--- src/rtl/hicore_commit_multi_pkg.sv ---
// Shared HiCore commit definitions: default widths, FSM states and rob_info field layout.
// Each rob_info slot is packed as {pc, irq, excp}, with excp in the least significant bits.
package hicore_commit_multi_pkg;

  localparam int COMMIT_WIDTH_D = 2;
  localparam int REG_SIZE_D     = 32;
  localparam int PC_SIZE_D      = 32;
  localparam int RFIDX_WIDTH_D  = 5;
  localparam int CSRIDX_WIDTH_D = 12;
  localparam int EXCP_SIZE_D    = 8;
  localparam int IRQ_SIZE_D     = 3;
  localparam int FLUSH_HOLD_D   = 2;
  localparam int HOLD_CNT_W     = 4;

  typedef enum logic [1:0] {
    ST_RUN   = 2'd0,
    ST_FLUSH = 2'd1,
    ST_HOLD  = 2'd2
  } commit_state_e;

  function automatic int info_width(input int pc_w, input int irq_w, input int excp_w);
    return pc_w + irq_w + excp_w;
  endfunction

  function automatic int excp_lsb(input int slot, input int info_w);
    return slot * info_w;
  endfunction

  function automatic int irq_lsb(input int slot, input int info_w, input int excp_w);
    return slot * info_w + excp_w;
  endfunction

  function automatic int pc_lsb(input int slot, input int info_w, input int excp_w,
                                input int irq_w);
    return slot * info_w + excp_w + irq_w;
  endfunction

endpackage

--- src/rtl/hicore_commit_multi_if.sv ---
// Bus between the ROB / CSR unit (master) and the multi-slot commit stage (slave).
interface hicore_commit_multi_if
  import hicore_commit_multi_pkg::*;
#(
  parameter int COMMIT_WIDTH = COMMIT_WIDTH_D,
  parameter int REG_SIZE     = REG_SIZE_D,
  parameter int PC_SIZE      = PC_SIZE_D,
  parameter int RFIDX_WIDTH  = RFIDX_WIDTH_D,
  parameter int CSRIDX_WIDTH = CSRIDX_WIDTH_D,
  parameter int EXCP_SIZE    = EXCP_SIZE_D,
  parameter int IRQ_SIZE     = IRQ_SIZE_D
);
  localparam int INFO_W = PC_SIZE + IRQ_SIZE + EXCP_SIZE;

  logic [COMMIT_WIDTH-1:0]              rob_ready;
  logic [COMMIT_WIDTH-1:0]              rob_valid;
  logic [COMMIT_WIDTH-1:0]              rob_rd_need;
  logic [COMMIT_WIDTH*RFIDX_WIDTH-1:0]  rob_rd_idx;
  logic [COMMIT_WIDTH*REG_SIZE-1:0]     rob_rd_data;
  logic [COMMIT_WIDTH-1:0]              rob_csr_need;
  logic [COMMIT_WIDTH*CSRIDX_WIDTH-1:0] rob_csr_idx;
  logic [COMMIT_WIDTH*REG_SIZE-1:0]     rob_csr_data;
  logic [COMMIT_WIDTH-1:0]              rob_fence_i_op;
  logic [COMMIT_WIDTH-1:0]              rob_mret_op;
  logic [COMMIT_WIDTH*PC_SIZE-1:0]      rob_next_pc;
  logic [COMMIT_WIDTH*INFO_W-1:0]       rob_info;

  logic                    csr_valid;
  logic [EXCP_SIZE-1:0]    csr_excp;
  logic [IRQ_SIZE-1:0]     csr_irq;
  logic [PC_SIZE-1:0]      csr_pc;
  logic [PC_SIZE-1:0]      csr_next_pc;
  logic                    csr_csr_need;
  logic [CSRIDX_WIDTH-1:0] csr_csr_idx;
  logic [REG_SIZE-1:0]     csr_csr_data;
  logic                    csr_mret_op;
  logic [IRQ_SIZE-1:0]     csr_irq_msk;
  logic [REG_SIZE-1:0]     csr_mepc;
  logic [REG_SIZE-1:0]     csr_mtvec;

  logic [COMMIT_WIDTH-1:0]             reg_wen;
  logic [COMMIT_WIDTH*RFIDX_WIDTH-1:0] reg_rd_idx;
  logic [COMMIT_WIDTH*REG_SIZE-1:0]    reg_rd_data;

  logic               flush;
  logic [PC_SIZE-1:0] flush_pc;
  logic [63:0]        instret;

  modport master (
    output rob_ready, rob_rd_need, rob_rd_idx, rob_rd_data, rob_csr_need, rob_csr_idx,
           rob_csr_data, rob_fence_i_op, rob_mret_op, rob_next_pc, rob_info,
           csr_irq_msk, csr_mepc, csr_mtvec,
    input  rob_valid, csr_valid, csr_excp, csr_irq, csr_pc, csr_next_pc, csr_csr_need,
           csr_csr_idx, csr_csr_data, csr_mret_op, reg_wen, reg_rd_idx, reg_rd_data,
           flush, flush_pc, instret
  );

  modport slave (
    input  rob_ready, rob_rd_need, rob_rd_idx, rob_rd_data, rob_csr_need, rob_csr_idx,
           rob_csr_data, rob_fence_i_op, rob_mret_op, rob_next_pc, rob_info,
           csr_irq_msk, csr_mepc, csr_mtvec,
    output rob_valid, csr_valid, csr_excp, csr_irq, csr_pc, csr_next_pc, csr_csr_need,
           csr_csr_idx, csr_csr_data, csr_mret_op, reg_wen, reg_rd_idx, reg_rd_data,
           flush, flush_pc, instret
  );

endinterface

--- src/rtl/hicore_commit_slot_sel.sv ---
// Combinational retire-mask, same-cycle WAW write-enable filter and instret popcount.
module hicore_commit_slot_sel #(
  parameter int COMMIT_WIDTH = 2,
  parameter int RFIDX_WIDTH  = 5,
  localparam int CNT_W       = $clog2(COMMIT_WIDTH + 1)
) (
  input  logic                            run_i,
  input  logic [COMMIT_WIDTH-1:0]         ready_i,
  input  logic [COMMIT_WIDTH-1:0]         serial_i,
  input  logic [COMMIT_WIDTH-1:0]         no_wb_i,
  input  logic [COMMIT_WIDTH-1:0]         rd_need_i,
  input  logic [COMMIT_WIDTH*RFIDX_WIDTH-1:0] rd_idx_i,
  output logic [COMMIT_WIDTH-1:0]         retire_o,
  output logic [COMMIT_WIDTH-1:0]         wen_o,
  output logic [CNT_W-1:0]                count_o
);

  logic                    blocked;
  logic [COMMIT_WIDTH-1:0] writes;

  // Retirement stops at the first not-ready slot; a serialising slot may only lead the group.
  always_comb begin
    retire_o = '0;
    blocked  = !run_i;
    for (int i = 0; i < COMMIT_WIDTH; i++) begin
      if (!blocked && ready_i[i] && (i == 0 || !serial_i[i])) begin
        retire_o[i] = 1'b1;
        if (serial_i[i]) blocked = 1'b1;
      end else begin
        blocked = 1'b1;
      end
    end
  end

  always_comb begin
    writes  = '0;
    wen_o   = '0;
    count_o = '0;
    for (int i = 0; i < COMMIT_WIDTH; i++) begin
      writes[i] = retire_o[i] && rd_need_i[i] && !no_wb_i[i] &&
                  (rd_idx_i[i*RFIDX_WIDTH +: RFIDX_WIDTH] != '0);
      count_o   = count_o + CNT_W'(retire_o[i] && !no_wb_i[i]);
    end
    // The youngest writer of a register wins; older writers of the same rd are dropped.
    for (int i = 0; i < COMMIT_WIDTH; i++) begin
      wen_o[i] = writes[i];
      for (int k = i + 1; k < COMMIT_WIDTH; k++) begin
        if (writes[k] &&
            rd_idx_i[k*RFIDX_WIDTH +: RFIDX_WIDTH] == rd_idx_i[i*RFIDX_WIDTH +: RFIDX_WIDTH])
          wen_o[i] = 1'b0;
      end
    end
  end

endmodule

--- src/rtl/hicore_commit_multi.sv ---
// In-order multi-slot retirement stage: regfile write ports, serialising CSR hand-off,
// registered flush with programmable hold, and a 64-bit retired-instruction counter.
module hicore_commit_multi
  import hicore_commit_multi_pkg::*;
#(
  parameter int COMMIT_WIDTH = COMMIT_WIDTH_D,
  parameter int REG_SIZE     = REG_SIZE_D,
  parameter int PC_SIZE      = PC_SIZE_D,
  parameter int RFIDX_WIDTH  = RFIDX_WIDTH_D,
  parameter int CSRIDX_WIDTH = CSRIDX_WIDTH_D,
  parameter int EXCP_SIZE    = EXCP_SIZE_D,
  parameter int IRQ_SIZE     = IRQ_SIZE_D,
  parameter int FLUSH_HOLD   = FLUSH_HOLD_D
) (
  input  logic                 clk,
  input  logic                 rst_n,
  hicore_commit_multi_if.slave cmt_if
);

  localparam int INFO_W = info_width(PC_SIZE, IRQ_SIZE, EXCP_SIZE);
  localparam int CNT_W  = $clog2(COMMIT_WIDTH + 1);

  commit_state_e           state_q, state_d;
  logic [HOLD_CNT_W-1:0]   hold_q, hold_d;
  logic [PC_SIZE-1:0]      flush_pc_q, flush_pc_d;
  logic [63:0]             instret_q, instret_d;

  logic [COMMIT_WIDTH-1:0][EXCP_SIZE-1:0] slot_excp;
  logic [IRQ_SIZE-1:0]     irq0;
  logic [PC_SIZE-1:0]      pc0;
  logic                    irq_hit;
  logic [COMMIT_WIDTH-1:0] slot_serial;
  logic [COMMIT_WIDTH-1:0] slot_no_wb;
  logic [COMMIT_WIDTH-1:0] retire;
  logic [COMMIT_WIDTH-1:0] wen;
  logic [CNT_W-1:0]        count;
  logic                    flush_cause;
  logic [PC_SIZE-1:0]      flush_target;
  logic                    unused_slot_bits;

  // Interrupts are taken only on the oldest slot; younger slots' IRQ bits never matter.
  always_comb begin
    irq0    = cmt_if.rob_info[irq_lsb(0, INFO_W, EXCP_SIZE) +: IRQ_SIZE];
    pc0     = cmt_if.rob_info[pc_lsb(0, INFO_W, EXCP_SIZE, IRQ_SIZE) +: PC_SIZE];
    irq_hit = |(irq0 & cmt_if.csr_irq_msk);
    for (int i = 0; i < COMMIT_WIDTH; i++) begin
      slot_excp[i]   = cmt_if.rob_info[excp_lsb(i, INFO_W) +: EXCP_SIZE];
      slot_no_wb[i]  = |slot_excp[i];
      slot_serial[i] = (|slot_excp[i]) | cmt_if.rob_csr_need[i] |
                       cmt_if.rob_fence_i_op[i] | cmt_if.rob_mret_op[i];
    end
    slot_no_wb[0]  = slot_no_wb[0] | irq_hit;
    slot_serial[0] = slot_serial[0] | irq_hit;
  end

  hicore_commit_slot_sel #(
    .COMMIT_WIDTH (COMMIT_WIDTH),
    .RFIDX_WIDTH  (RFIDX_WIDTH)
  ) u_slot_sel (
    .run_i     (state_q == ST_RUN),
    .ready_i   (cmt_if.rob_ready),
    .serial_i  (slot_serial),
    .no_wb_i   (slot_no_wb),
    .rd_need_i (cmt_if.rob_rd_need),
    .rd_idx_i  (cmt_if.rob_rd_idx),
    .retire_o  (retire),
    .wen_o     (wen),
    .count_o   (count)
  );

  always_comb begin
    flush_cause = retire[0] &
                  ((|slot_excp[0]) | irq_hit | cmt_if.rob_fence_i_op[0] | cmt_if.rob_mret_op[0]);
    if ((|slot_excp[0]) | irq_hit)
      flush_target = PC_SIZE'(cmt_if.csr_mtvec);
    else if (cmt_if.rob_fence_i_op[0])
      flush_target = cmt_if.rob_next_pc[PC_SIZE-1:0];
    else
      flush_target = PC_SIZE'(cmt_if.csr_mepc);
  end

  always_comb begin
    state_d    = state_q;
    hold_d     = hold_q;
    flush_pc_d = flush_pc_q;
    instret_d  = instret_q + 64'(count);
    unique case (state_q)
      ST_RUN: begin
        if (flush_cause) begin
          state_d    = ST_FLUSH;
          flush_pc_d = flush_target;
        end
      end
      ST_FLUSH: begin
        if (FLUSH_HOLD == 0) begin
          state_d = ST_RUN;
        end else begin
          state_d = ST_HOLD;
          hold_d  = HOLD_CNT_W'(FLUSH_HOLD);
        end
      end
      ST_HOLD: begin
        if (hold_q <= HOLD_CNT_W'(1)) begin
          state_d = ST_RUN;
          hold_d  = '0;
        end else begin
          hold_d = hold_q - HOLD_CNT_W'(1);
        end
      end
      default: state_d = ST_RUN;
    endcase
  end

  always_ff @(posedge clk or negedge rst_n) begin
    if (!rst_n) begin
      state_q    <= ST_RUN;
      hold_q     <= '0;
      flush_pc_q <= '0;
      instret_q  <= '0;
    end else begin
      state_q    <= state_d;
      hold_q     <= hold_d;
      flush_pc_q <= flush_pc_d;
      instret_q  <= instret_d;
    end
  end

  assign cmt_if.rob_valid    = retire;
  assign cmt_if.reg_wen      = wen;
  assign cmt_if.reg_rd_idx   = cmt_if.rob_rd_idx;
  assign cmt_if.reg_rd_data  = cmt_if.rob_rd_data;

  assign cmt_if.csr_valid    = retire[0] & slot_serial[0];
  assign cmt_if.csr_excp     = slot_excp[0];
  assign cmt_if.csr_irq      = irq0 & cmt_if.csr_irq_msk;
  assign cmt_if.csr_pc       = pc0;
  assign cmt_if.csr_next_pc  = cmt_if.rob_next_pc[PC_SIZE-1:0];
  assign cmt_if.csr_csr_need = cmt_if.csr_valid & cmt_if.rob_csr_need[0];
  assign cmt_if.csr_csr_idx  = cmt_if.rob_csr_idx[CSRIDX_WIDTH-1:0];
  assign cmt_if.csr_csr_data = cmt_if.rob_csr_data[REG_SIZE-1:0];
  assign cmt_if.csr_mret_op  = cmt_if.csr_valid & cmt_if.rob_mret_op[0];

  assign cmt_if.flush        = (state_q == ST_FLUSH);
  assign cmt_if.flush_pc     = flush_pc_q;
  assign cmt_if.instret      = instret_q;

  // Younger slots' CSR/PC fields are deliberately not consumed.
  assign unused_slot_bits = ^{cmt_if.rob_info, cmt_if.rob_next_pc, cmt_if.rob_csr_idx,
                              cmt_if.rob_csr_data, cmt_if.csr_mepc, cmt_if.csr_mtvec};

endmodule
--- src/flat_wrapper.sv ---
// flat-port wrapper written by rule: the top's interface ports become plain ports
module hicore_commit_multi_flat import hicore_commit_multi_pkg::*;
#(
  parameter int COMMIT_WIDTH = COMMIT_WIDTH_D,
  parameter int REG_SIZE     = REG_SIZE_D,
  parameter int PC_SIZE      = PC_SIZE_D,
  parameter int RFIDX_WIDTH  = RFIDX_WIDTH_D,
  parameter int CSRIDX_WIDTH = CSRIDX_WIDTH_D,
  parameter int EXCP_SIZE    = EXCP_SIZE_D,
  parameter int IRQ_SIZE     = IRQ_SIZE_D,
  parameter int FLUSH_HOLD   = FLUSH_HOLD_D
)
  (clk, rst_n, cmt_if_rob_ready, cmt_if_rob_rd_need, cmt_if_rob_rd_idx, cmt_if_rob_rd_data, cmt_if_rob_csr_need, cmt_if_rob_csr_idx, cmt_if_rob_csr_data, cmt_if_rob_fence_i_op, cmt_if_rob_mret_op, cmt_if_rob_next_pc, cmt_if_rob_info, cmt_if_csr_irq_msk, cmt_if_csr_mepc, cmt_if_csr_mtvec, cmt_if_rob_valid, cmt_if_csr_valid, cmt_if_csr_excp, cmt_if_csr_irq, cmt_if_csr_pc, cmt_if_csr_next_pc, cmt_if_csr_csr_need, cmt_if_csr_csr_idx, cmt_if_csr_csr_data, cmt_if_csr_mret_op, cmt_if_reg_wen, cmt_if_reg_rd_idx, cmt_if_reg_rd_data, cmt_if_flush, cmt_if_flush_pc, cmt_if_instret);
  hicore_commit_multi_if #(.COMMIT_WIDTH(COMMIT_WIDTH), .REG_SIZE(REG_SIZE), .PC_SIZE(PC_SIZE), .RFIDX_WIDTH(RFIDX_WIDTH), .CSRIDX_WIDTH(CSRIDX_WIDTH), .EXCP_SIZE(EXCP_SIZE), .IRQ_SIZE(IRQ_SIZE)) cmt_if_i ();
  input  logic clk;
  input  logic rst_n;
  input wire logic [$bits(cmt_if_i.rob_ready)-1:0] cmt_if_rob_ready;
  input wire logic [$bits(cmt_if_i.rob_rd_need)-1:0] cmt_if_rob_rd_need;
  input wire logic [$bits(cmt_if_i.rob_rd_idx)-1:0] cmt_if_rob_rd_idx;
  input wire logic [$bits(cmt_if_i.rob_rd_data)-1:0] cmt_if_rob_rd_data;
  input wire logic [$bits(cmt_if_i.rob_csr_need)-1:0] cmt_if_rob_csr_need;
  input wire logic [$bits(cmt_if_i.rob_csr_idx)-1:0] cmt_if_rob_csr_idx;
  input wire logic [$bits(cmt_if_i.rob_csr_data)-1:0] cmt_if_rob_csr_data;
  input wire logic [$bits(cmt_if_i.rob_fence_i_op)-1:0] cmt_if_rob_fence_i_op;
  input wire logic [$bits(cmt_if_i.rob_mret_op)-1:0] cmt_if_rob_mret_op;
  input wire logic [$bits(cmt_if_i.rob_next_pc)-1:0] cmt_if_rob_next_pc;
  input wire logic [$bits(cmt_if_i.rob_info)-1:0] cmt_if_rob_info;
  input wire logic [$bits(cmt_if_i.csr_irq_msk)-1:0] cmt_if_csr_irq_msk;
  input wire logic [$bits(cmt_if_i.csr_mepc)-1:0] cmt_if_csr_mepc;
  input wire logic [$bits(cmt_if_i.csr_mtvec)-1:0] cmt_if_csr_mtvec;
  output wire logic [$bits(cmt_if_i.rob_valid)-1:0] cmt_if_rob_valid;
  output wire logic [$bits(cmt_if_i.csr_valid)-1:0] cmt_if_csr_valid;
  output wire logic [$bits(cmt_if_i.csr_excp)-1:0] cmt_if_csr_excp;
  output wire logic [$bits(cmt_if_i.csr_irq)-1:0] cmt_if_csr_irq;
  output wire logic [$bits(cmt_if_i.csr_pc)-1:0] cmt_if_csr_pc;
  output wire logic [$bits(cmt_if_i.csr_next_pc)-1:0] cmt_if_csr_next_pc;
  output wire logic [$bits(cmt_if_i.csr_csr_need)-1:0] cmt_if_csr_csr_need;
  output wire logic [$bits(cmt_if_i.csr_csr_idx)-1:0] cmt_if_csr_csr_idx;
  output wire logic [$bits(cmt_if_i.csr_csr_data)-1:0] cmt_if_csr_csr_data;
  output wire logic [$bits(cmt_if_i.csr_mret_op)-1:0] cmt_if_csr_mret_op;
  output wire logic [$bits(cmt_if_i.reg_wen)-1:0] cmt_if_reg_wen;
  output wire logic [$bits(cmt_if_i.reg_rd_idx)-1:0] cmt_if_reg_rd_idx;
  output wire logic [$bits(cmt_if_i.reg_rd_data)-1:0] cmt_if_reg_rd_data;
  output wire logic [$bits(cmt_if_i.flush)-1:0] cmt_if_flush;
  output wire logic [$bits(cmt_if_i.flush_pc)-1:0] cmt_if_flush_pc;
  output wire logic [$bits(cmt_if_i.instret)-1:0] cmt_if_instret;
  assign cmt_if_i.rob_ready = cmt_if_rob_ready;
  assign cmt_if_i.rob_rd_need = cmt_if_rob_rd_need;
  assign cmt_if_i.rob_rd_idx = cmt_if_rob_rd_idx;
  assign cmt_if_i.rob_rd_data = cmt_if_rob_rd_data;
  assign cmt_if_i.rob_csr_need = cmt_if_rob_csr_need;
  assign cmt_if_i.rob_csr_idx = cmt_if_rob_csr_idx;
  assign cmt_if_i.rob_csr_data = cmt_if_rob_csr_data;
  assign cmt_if_i.rob_fence_i_op = cmt_if_rob_fence_i_op;
  assign cmt_if_i.rob_mret_op = cmt_if_rob_mret_op;
  assign cmt_if_i.rob_next_pc = cmt_if_rob_next_pc;
  assign cmt_if_i.rob_info = cmt_if_rob_info;
  assign cmt_if_i.csr_irq_msk = cmt_if_csr_irq_msk;
  assign cmt_if_i.csr_mepc = cmt_if_csr_mepc;
  assign cmt_if_i.csr_mtvec = cmt_if_csr_mtvec;
  assign cmt_if_rob_valid = cmt_if_i.rob_valid;
  assign cmt_if_csr_valid = cmt_if_i.csr_valid;
  assign cmt_if_csr_excp = cmt_if_i.csr_excp;
  assign cmt_if_csr_irq = cmt_if_i.csr_irq;
  assign cmt_if_csr_pc = cmt_if_i.csr_pc;
  assign cmt_if_csr_next_pc = cmt_if_i.csr_next_pc;
  assign cmt_if_csr_csr_need = cmt_if_i.csr_csr_need;
  assign cmt_if_csr_csr_idx = cmt_if_i.csr_csr_idx;
  assign cmt_if_csr_csr_data = cmt_if_i.csr_csr_data;
  assign cmt_if_csr_mret_op = cmt_if_i.csr_mret_op;
  assign cmt_if_reg_wen = cmt_if_i.reg_wen;
  assign cmt_if_reg_rd_idx = cmt_if_i.reg_rd_idx;
  assign cmt_if_reg_rd_data = cmt_if_i.reg_rd_data;
  assign cmt_if_flush = cmt_if_i.flush;
  assign cmt_if_flush_pc = cmt_if_i.flush_pc;
  assign cmt_if_instret = cmt_if_i.instret;
  hicore_commit_multi #(.COMMIT_WIDTH(COMMIT_WIDTH), .REG_SIZE(REG_SIZE), .PC_SIZE(PC_SIZE), .RFIDX_WIDTH(RFIDX_WIDTH), .CSRIDX_WIDTH(CSRIDX_WIDTH), .EXCP_SIZE(EXCP_SIZE), .IRQ_SIZE(IRQ_SIZE), .FLUSH_HOLD(FLUSH_HOLD)) u_core (.clk(clk), .rst_n(rst_n), .cmt_if(cmt_if_i));
endmodule
--- config.mk ---
export PLATFORM = sky130hd
export DESIGN_NAME = hicore_commit_multi_flat
export DESIGN_NICKNAME = d
export VERILOG_FILES = /design/src/rtl/hicore_commit_multi_pkg.sv /design/src/rtl/hicore_commit_multi_if.sv /design/src/rtl/hicore_commit_slot_sel.sv /design/src/rtl/hicore_commit_multi.sv /design/src/flat_wrapper.sv
export SDC_FILE = /design/constraint.sdc
export NUM_CORES = 1
export LEC_CHECK = 0
export CAP_MARGIN = 20
export CORE_AREA = 2 2 266 268
export DETAILED_ROUTE_END_ITERATION = 8
export DIE_AREA = 0 0 268 270
export HOLD_SLACK_MARGIN = 0.02
export PLACE_DENSITY = 0.4
export SETUP_SLACK_MARGIN = 0.2
export SLEW_MARGIN = 40
export SYNTH_ARGS = -nofsm -noshare
export SYNTH_HDL_FRONTEND = slang
export SYNTH_SLANG_ARGS = --single-unit
--- constraint.sdc ---
create_clock -name clk -period 3.4 [get_ports clk]
set_clock_uncertainty 0.2 [all_clocks]
set_input_delay 0.34 -clock clk [delete_from_list [all_inputs] [get_ports clk]]
set_output_delay 0.34 -clock clk [all_outputs]
set_load 0.01 [all_outputs]
==> results of run 1 <==
## worst reg2reg max path, delay by kind of cell, from the launching register on
kind,cells,cell delay [ns]
AND/OR/NAND/NOR,6,1.08
XOR/XNOR,1,0.16
adder cells (fa/ha/maj),3,0.56
buffers and inverters,3,0.40
flip-flops,1,0.42
## layout make-up
class / instances / area, sq um
clock buffers: 9 / 225
inverters: 11 / 41.3
well taps: 940 / 1180
multi-input cells: 415 / 2850
fillers: 7858 / 59200
diodes: 7 / 17.5
clock inverters: 7 / 92.6
flip-flops and latches: 102 / 2550
repair buffers: 339 / 3430
## final timing paths
kind,cells after the start,slack [ns],from,end
max in group asynchronous,3,2.07,rst_n,u_core.cmt_if.instret[17]
max,13,0.42,cmt_if_rob_info[45],u_core.cmt_if.instret[60]
min,2,0.25,rst_n,u_core.cmt_if.instret[41]
min in group clk,1,0.28,u_core.cmt_if.instret[63],u_core.cmt_if.instret[63]
min reg2reg,1,0.28,u_core.cmt_if.instret[63],u_core.cmt_if.instret[63]
max reg2reg,13,0.51,u_core.state_q[0],u_core.cmt_if.instret[60]
## power breakdown
part / total [uW] / switching (uW) / internal (uW)
combinational: 1390 / 629 / 758
clock: 1170 / 641 / 531
sequential: 1540 / 119 / 1420
## logic make-up (layout without fill, tap and decap cells)
logic type / Yosys count / after routing / synth area share (%)
and+or+nand+nor: 229 / 229 / 17.4
buffers and inverters: 221 / 366 / 23.2
DFF: 102 / 102 / 37.9
AOI/OAI and AO/OA: 79 / 79 / 6.46
xor gates and xnor gates: 66 / 66 / 8.57
muxes: 34 / 34 / 5.07
adders and majority gates: 7 / 7 / 1.41
other: 0 / 7 / 0
## flip-flops by register name, summed over array words and instances (netlist names)
register                cells
u_core.cmt_if.instret      64
u_core.cmt_if.flush_pc     32
u_core.hold_q               4
u_core.state_q              2
## Yosys cell counts, types with 3 or more instances
master,count
a21oi_1,33
and2_1,4
and3_1,8
buf_2,6
buf_4,192
clkbuf_1,11
dfrtp_1,102
ha_1,6
inv_1,11
mux2i_1,33
nand2_1,68
nand2b_1,3
nand3_1,25
nand4_1,11
nand4_2,3
nor2_1,58
nor3_1,19
nor3_2,6
nor4_1,5
o21ai_0,38
xnor2_1,29
xor2_1,37
## stage by stage
stage	setup WS [ns]	cells
5_1_grt	0.218	1825
2_1_floorplan	0.366	738
4_1_cts	0.130	1815
6_report	0.419	1830
3_3_place_gp	-0.710	1794
3_5_place_dp	-0.651	1794
## repair_timing
action / CTS / global route
gates cloned: 2 / 0
hold buffers: 1 / 0
endpoints found under the setup margin: 44 / 37
setup buffers: 2 / 8
pin swaps: 7 / 14
hold endpoints to repair: 48 / 0
gates resized for setup: 27 / 40
## metal layers
layer | track usage, % | wire [um] | vias to the layer above
met2 | 12.6 | 13500 | 262
met3 | 4.76 | 3680 | 71
met1 | 9.38 | 12100 | 2560
li1 | - | - | 2571
met4 | 3.75 | 827 | 8
met5 | 1.15 | 161 | -
==> flow_summary.yaml, run 1 <==
run_status:
  outcome: "finished clean"
place:
  hpwl_um: 23800
  port_buffers: 296
  place_area_sq_um: 9610
  place_congestion: 0.763
layout:
  stdcell_area_sq_um: 10400
  final_cell_mix: "clkdlybuf4s50_1 (271), dfrtp_1 (102), nand2_1 (67)"
  post-route-util_pct: 14.9
  area_delta_synth_final_pct: 54.1
  nNetsFinal: 1276
  drive_gt1_share_pct: 12.1
  final_common_cell: "clkdlybuf4s50_1"
route:
  drc: 0
  viasPerCell: 2.99
  vias: 5472
  drt_pre_antenna_iters: 5
  wl_um: 30300
  ant_nets: 0
  drtIter0Drc: 195
  routedWlPerCell_um: 16.6
critical_path:
  critPathCaptureType: "register"
  path_cells: "clkdlybuf4s50_1, nor4_1, nand4_1, nor3_4, buf_6, fa_2, ha_4, nand3_4, nor4_4, buf_4, nand4_4, nor3_4, xor2_1"
  crit_buf_inv: 3
  crit_path_frequent_cell: "nor3_4"
  crit_fanout: 7
  arrival_ns: 3.10
  worstSetupPathType: "input port to register"
  worst_path_max_delay_cell: "clkdlybuf4s50_1"
  worstPathRequired_ns: 3.52
  cpPeakStageDelay_ns: 0.39
  critPathLaunchType: "input port"
  crit_family: "simple AND/OR/NAND/NOR gates"
sta:
  slew-limit-headroom_pct: 51.3
  slew_violations: 0
  finalCritPeriodShare_pct: 87.7
  setup_tns_ns: 0
  grt_setup_unrepaired: "false"
  finalHoldViolCount: 0
  fin_hold_ws_ns: 0.247
  worst_slew_pin_slew_ns: 0.730
  finalCriticalPeriod_ns: 2.98
  setup_viol: 0
  max_clock_freq_mhz: 335
grt:
  grt_pass1_vias: 5735
  grt_pass1_wl_um: 42500
  antenna_found_initial: 13
  gr-total-overflow: 0
  grt_max_degree: 67
  track_usage_pct: 8.33
floorplan:
  num_rows: 97
  initial_core_util_pct: 9.69
  io_pins: 688
  die_w_um: 268
  floorplan.die_area_sq_um: 72400
  die_y_um: 270
  coreArea_sq_um: 69500
synthesis:
  ys_ff_latch: 102
  synthArstFlopShare_pct: 100
  syn-num-nets: 1136
  synth_top_area_share_pct: 37.9
  yosysTopAreaCell: "dfrtp_1"
  ys_top_cells_by_area: "dfrtp_1 (38%), buf_4 (21%), mux2i_1 (4.9%), xor2_1 (4.8%), nand2_1 (3.8%)"
  synth-main-ff-cell: "dfrtp_1"
  synth-edff-count: 0
  syn_avg_cell_area_sq_um: 9.13
  yosys.cell_types.count: 46
  synthesis.area_sq_um: 6740
  ys_seq_area_share_pct: 37.9
  yosysWarnings: 0
  netlist_instances: 738
power_and_ir_drop:
  finalPower_uw: 4100
  peakVddDrop_v: 0.000203
  power_density_nw_per_um2: 395
  leakage_uw: 0.00438
hold_path:
  min_path_type: "input port to asynchronous set/reset pin"
clocking:
  cts_tree: "done"
  root_buffer: "clkbuf_16"
  cts_num_sinks: 102
  clk_latency_ns: 0.39
  h-tree-depth: 3
  clkTransAtPathRegs_ns: 0.09
  numCtsBuffers: 9
  clockBufferDepth: 2
job:
  drv_cap: 0
Power figures use the tool's default switching activity.
==> inputs of run 2 (changes only) <==
--- a/config.mk
+++ b/config.mk
@@ -7,6 +7,7 @@
 export LEC_CHECK = 0
 export CAP_MARGIN = 20
 export CORE_AREA = 2 2 266 268
+export CTS_CLUSTER_SIZE = 24
 export DETAILED_ROUTE_END_ITERATION = 8
 export DIE_AREA = 0 0 268 270
 export HOLD_SLACK_MARGIN = 0.02
==> results of run 2 <==
No change in the layout: final DEF, timing and power equal those of run 1.
